`config.mk`:
```
export PLATFORM = sky130hd
export DESIGN_NAME = huf_decoder
export DESIGN_NICKNAME = d
export VERILOG_FILES = /design/src/rtl/huf_pkg.sv /design/src/rtl/huf_match.sv /design/src/rtl/huf_decoder.sv
export SDC_FILE = /design/constraint.sdc
export NUM_CORES = 1
export LEC_CHECK = 0
export ABC_AREA = 0
export BUFFER_PORTS_ARGS = -buffer_cell sky130_fd_sc_hd__buf_2
export CORE_UTILIZATION = 56
export CTS_CLUSTER_SIZE = 14
export DETAILED_ROUTE_END_ITERATION = 10
export PLACE_DENSITY = 0.8
export SLEW_MARGIN = 40
export SYNTH_ARGS = -nofsm -noshare
export SYNTH_HDL_FRONTEND = slang
export SYNTH_HIERARCHICAL = 1
export SYNTH_SLANG_ARGS = --single-unit
export TNS_END_PERCENT = 100
```
`constraint.sdc`:
```
create_clock -name Clk -period 3.2 [get_ports Clk]
set_input_delay 0.48 -clock Clk [delete_from_list [all_inputs] [get_ports Clk]]
set_output_delay 0.48 -clock Clk [all_outputs]
set_load 0.05 [all_outputs]
```
`src/rtl/huf_pkg.sv`:
```
// Shared Huffman constants and types for the code builder, decoder and encoder.
package huf_pkg;

    localparam int CODE_W = 6;
    localparam int SYM_N  = 10;

    // Sentinel format: the leading 1 marks the length, so a lone 1 is an empty code.
    localparam logic [CODE_W-1:0] CODE_NONE = CODE_W'(1);

    typedef enum logic [1:0] {
        IDLE  = 2'b00,
        SHIFT = 2'b01,
        EMIT  = 2'b10,
        ERR   = 2'b11
    } state_t;

    typedef logic [SYM_N-1:0][CODE_W-1:0] code_tbl_t;

endpackage

```
`src/rtl/huf_match.sv`:
```
// Combinational codeword matcher: compares a candidate against the table, lowest index wins.
module huf_match
    import huf_pkg::*;
(
    input  logic [CODE_W-1:0] nxt,
    input  code_tbl_t         tbl,
    output logic              hit,
    output logic [3:0]        idx,
    output logic              over
);

    assign over = nxt[CODE_W-1];

    // NOTE: every output gets a default before the loop so no latch is inferred.
    always_comb begin
        hit = 1'b0;
        idx = '0;
        for (int i = SYM_N - 1; i >= 0; i--) begin
            if (tbl[i] != CODE_NONE && tbl[i] == nxt) begin
                hit = 1'b1;
                idx = 4'(i);
            end
        end
    end

endmodule

```
`src/rtl/huf_decoder.sv`:
```
// Serial Huffman decoder: shifts in code bits MSB first and emits one digit per matched codeword.
module huf_decoder
    import huf_pkg::*;
#(
    parameter int CNT_W = 8
) (
    input  logic              Clk,
    input  logic              Reset,
    input  logic              Tbl_vld,
    input  logic [CODE_W-1:0] Code0,
    input  logic [CODE_W-1:0] Code1,
    input  logic [CODE_W-1:0] Code2,
    input  logic [CODE_W-1:0] Code3,
    input  logic [CODE_W-1:0] Code4,
    input  logic [CODE_W-1:0] Code5,
    input  logic [CODE_W-1:0] Code6,
    input  logic [CODE_W-1:0] Code7,
    input  logic [CODE_W-1:0] Code8,
    input  logic [CODE_W-1:0] Code9,
    input  logic              Bit_in,
    input  logic              Bit_vld,
    output logic              Bit_rdy,
    output logic [3:0]        Sym,
    output logic              Sym_vld,
    input  logic              Sym_rdy,
    output logic              Err,
    input  logic              Err_clr,
    output logic [CNT_W-1:0]  Sym_cnt
);

    // The accumulator never holds a set top bit (that case is an error), so it drops it.
    localparam logic [CODE_W-2:0] ACC_EMPTY = (CODE_W-1)'(1);

    state_t            state_q, state_d;
    code_tbl_t         tbl_q;
    code_tbl_t         code_in;
    logic              tbl_ld;
    logic [CODE_W-2:0] acc_q, acc_d;
    logic [3:0]        sym_q, sym_d;
    logic              sym_vld_q, sym_vld_d;
    logic              err_q, err_d;
    logic [CNT_W-1:0]  cnt_q, cnt_d;
    logic [CODE_W-1:0] nxt;
    logic              hit, over;
    logic [3:0]        idx;

    assign code_in = {Code9, Code8, Code7, Code6, Code5, Code4, Code3, Code2, Code1, Code0};
    assign nxt     = {acc_q, Bit_in};

    huf_match u_match (
        .nxt  (nxt),
        .tbl  (tbl_q),
        .hit  (hit),
        .idx  (idx),
        .over (over)
    );

    // A dropped table blocks bit acceptance in the same cycle it forces IDLE.
    assign Bit_rdy = (state_q == SHIFT) && Tbl_vld;

    always_comb begin
        state_d   = state_q;
        acc_d     = acc_q;
        sym_d     = sym_q;
        sym_vld_d = sym_vld_q;
        err_d     = err_q;
        cnt_d     = cnt_q;
        tbl_ld    = 1'b0;

        if (state_q != IDLE && !Tbl_vld) begin
            state_d   = IDLE;
            sym_vld_d = 1'b0;
            acc_d     = ACC_EMPTY;
        end else begin
            unique case (state_q)
                IDLE: begin
                    if (Err_clr) err_d = 1'b0;
                    if (Tbl_vld) begin
                        tbl_ld  = 1'b1;
                        acc_d   = ACC_EMPTY;
                        cnt_d   = '0;
                        state_d = SHIFT;
                    end
                end
                SHIFT: begin
                    if (Bit_vld) begin
                        if (hit) begin
                            sym_d     = idx;
                            sym_vld_d = 1'b1;
                            acc_d     = ACC_EMPTY;
                            if (cnt_q != {CNT_W{1'b1}}) cnt_d = cnt_q + CNT_W'(1);
                            state_d   = EMIT;
                        end else if (over) begin
                            err_d   = 1'b1;
                            acc_d   = ACC_EMPTY;
                            state_d = ERR;
                        end else begin
                            acc_d = nxt[CODE_W-2:0];
                        end
                    end
                end
                EMIT: begin
                    if (Sym_rdy) begin
                        sym_vld_d = 1'b0;
                        state_d   = SHIFT;
                    end
                end
                ERR: begin
                    if (Err_clr) begin
                        err_d   = 1'b0;
                        acc_d   = ACC_EMPTY;
                        state_d = SHIFT;
                    end
                end
                default: state_d = IDLE;
            endcase
        end
    end

    // NOTE: sequential state uses non-blocking assignments so every register samples pre-edge values.
    // NOTE: the table is only ten small registers, so it is reset rather than left as an unreset memory.
    always_ff @(posedge Clk or negedge Reset) begin
        if (!Reset) begin
            state_q   <= IDLE;
            tbl_q     <= {SYM_N{CODE_NONE}};
            acc_q     <= ACC_EMPTY;
            sym_q     <= '0;
            sym_vld_q <= 1'b0;
            err_q     <= 1'b0;
            cnt_q     <= '0;
        end else begin
            state_q   <= state_d;
            acc_q     <= acc_d;
            sym_q     <= sym_d;
            sym_vld_q <= sym_vld_d;
            err_q     <= err_d;
            cnt_q     <= cnt_d;
            if (tbl_ld) tbl_q <= code_in;
        end
    end

    assign Sym     = sym_q;
    assign Sym_vld = sym_vld_q;
    assign Err     = err_q;
    assign Sym_cnt = cnt_q;

endmodule

```
==> results_dict.tcl <==
set metrics [dict create \
    yosys.area.top_type "dfrtp_1" \
    slew_viol_final 0 \
    syn2layout_area_growth_pct 16.0 \
    hold_buffers 0 \
    cts_max_path_buffers 2 \
    first_iter_violations 163 \
    dp_hpwl_um 6740 \
    postPlaceCellArea_um2 5070 \
    grt_pass1_vias 3438 \
    final_hold_viol_count 0 \
    cts_setup_buffers 0 \
    internal_power_w 0.00293 \
    fp-row-count 32 \
    synth_top_area_share_pct 38.5 \
    synthFlopType "dfrtp_1" \
    num-fill-cells 592 \
    die_x_um 92.2 \
    yosys.cell_types.count 61 \
    p_leak_nw 2.33 \
    status "finished, final reports clean" \
    endpoint_kind "flop" \
    setup_viol 0 \
    yosysMostFrequentCell "dfrtp_1" \
    clk_latency_ps 360 \
    finalNetCount 559 \
    required_ps 3440 \
    antenna_found_initial 0 \
    regToRegStartpoint "tbl_q[6]" \
    cp-start-kind "flop" \
    slew_headroom_pct 49.5 \
    routedWlPerCell_um 16.2 \
    antenna_left 0 \
    synthTopCellsByCount "dfrtp_1 (70), mux2_2 (47), xnor2_1 (30)" \
    numCtsBuffers 9 \
    drive_gt1_share_pct 39.1 \
    routed_wl_um 9620 \
    path_clk_slew_ps 80 \
    synth_seq_cells 81 \
    grt_overflow_total 0 \
    tns_ps 0 \
    crit_type "reg -> reg" \
    io_pins 82 \
    tritoncts "done" \
    synth-edff-count 0 \
    grt_max_degree 82 \
    clock.fmax_mhz 341 \
    num_vias 3387 \
    start_util_pct 58.3 \
    p_switching_w 0.00193 \
    ir_drop_v 0.000814 \
    die_h_um 92.2 \
    critPathLaunch "tbl_q[6]" \
    die_area_um2 8490 \
    yosys_warnings 6 \
    grt_pass1_wl_um 16200 \
    grt_util_all_layers_pct 24.4 \
    avgSynthCellArea_um2 11.4 \
    synth_area_leaders "dfrtp_1 (38%), mux2_2 (12%), dfstp_2 (6.3%)" \
    viasPerCell 5.71 \
    crit_fanout 6 \
    p_seq_share_pct 41.3 \
    synth_cells 398 \
    ys_seq_area_share_pct 44.8 \
    fin_crit_sh_pct 91.6 \
    drc_errors 0 \
    htreeDepth 3 \
    core_area_um2 7810 \
    min_period_ps 2930 \
    clkPwrFrac_pct 14.0 \
    p_sw_share_pct 39.7 \
    cp.arrival_ps 3180 \
    skew_ps 7.99 \
    p_per_area_nw_per_um2 921 \
    combPwrFrac_pct 44.6 \
    diodes 0 \
    first_pass_iters 4 \
    numPlacedInstances 577 \
    drv_cap 0 \
    layout.cells.non_filler 593 \
    syn_nets 471 \
    fin_area_um2 5280 \
    gp_congestion 0.845 \
    ys_async_sr_fraction_pct 100 \
    max_slew.worst_pin.slew_ps 757 \
    portBuffers 81 \
    synth_area_um2 4550 \
    hp-class "in -> async" \
    root_buffer "clkbuf_8" \
    rsz0062_at_grt "false" \
    clkSinkCount 81 \
]
==> kinds of logic (layout without fill, tap and decap cells) <==
kind of cell,after synthesis,in the layout,synth area share [%]
AND/OR/NAND/NOR,109,109,13.2
flip-flops,81,81,44.8
multiplexers,67,67,16.5
AO/OA/AOI/OAI,59,59,10.7
XOR/XNOR,50,50,9.62
buffers and inverters,26,119,3.38
adder cells (fa/ha/maj),6,6,1.65
==> sequential cells by signal, indices dropped and copies added (netlist names) <==
signal   count
Err          1
Sym          4
Sym_cnt      8
Sym_vld      1
acc_q        5
state_q      2
tbl_q       60
==> cell usage in the layout (no fill, tap or decap), types with 9 or more instances in the layout <==
cell type	instances
buf_2	80
o21ai_0	9
nand2_1	25
nand3_1	17
mux2_1	19
dfstp_2	11
nor2_1	20
xnor2_1	30
xor2_1	20
mux2_2	47
clkbuf_8	10
dfrtp_1	70
buf_4	14
==> what timing repair did <==
action	in CTS	in global routing
endpoints found under the setup margin	0	14
hold endpoints to repair	0	0
resized for setup	0	4
==> metrics by stage <==
stage	setup WS (ps)	hold WS [ps]	total power [W]	util, %
after floorplan	495	184	0.00364	-
after global placement	156	471	0.00406	65.0
after detailed placement	109	478	0.00415	65.0
after CTS	105	184	0.00485	67.3
after global routing	35.4	212	0.00520	67.6
final	267	161	0.00486	67.6
==> power groups by stage <==
stage,Sequential (W),Combinational (W),Clock [W]
finish,0.00201,0.00217,0.000683
global route,0.00208,0.00239,0.000737
CTS,0.00201,0.00215,0.000693
detailed placement,0.00202,0.00213,0
global placement,0.00199,0.00207,0
floorplan,0.00198,0.00166,0
==> critical path, cell delays in order (launching register included) <==
cell and delay [ps]:
dfstp_2 550, or4b_1 430, o21ai_1 150, a2111oi_1 110, buf_4 160, nor4_2 360, nand3_2 240, nor3_2 390
nor3_2 110, mux2_1 320
==> layer usage <==
| layer | vias up | track usage (%) | wire length (um) |
|---|---|---|---|
| li1 | 1606 | - | - |
| met1 | 1661 | 32.2 | 4370 |
| met2 | 105 | 39.7 | 4600 |
| met3 | 15 | 4.56 | 479 |
| met4 | 0 | 9.24 | 174 |
| met5 | - | 0 | 0 |
==> area by class of cell <==
| class | instances | area [um2] | share of cell area (%) |
|---|---|---|---|
| Multi-Input combinational cell | 291 | 2380 | 45.1 |
| Inverter | 8 | 30.0 | 0.569 |
| Clock inverter | 6 | 43.8 | 0.829 |
| Tap cell | 102 | 128 | 2.42 |
| Timing Repair Buffer | 95 | 517 | 9.79 |
| Clock buffer | 10 | 138 | 2.61 |
| Sequential cell | 81 | 2040 | 38.6 |
==> path summary, 6_finish.rpt <==
kind / end / slack (ps) / cells past startpoint
setup / recovery: state_q[0] / 270 / 9
max in group asynchronous: Err / 2560 / 1
setup reg to reg: state_q[0] / 270 / 9
hold / removal: tbl_q[37] / 160 / 1
hold reg to reg: Sym[3] / 490 / 1
min in group Clk: tbl_q[14] / 330 / 2
Power figures use the tool's default switching activity.
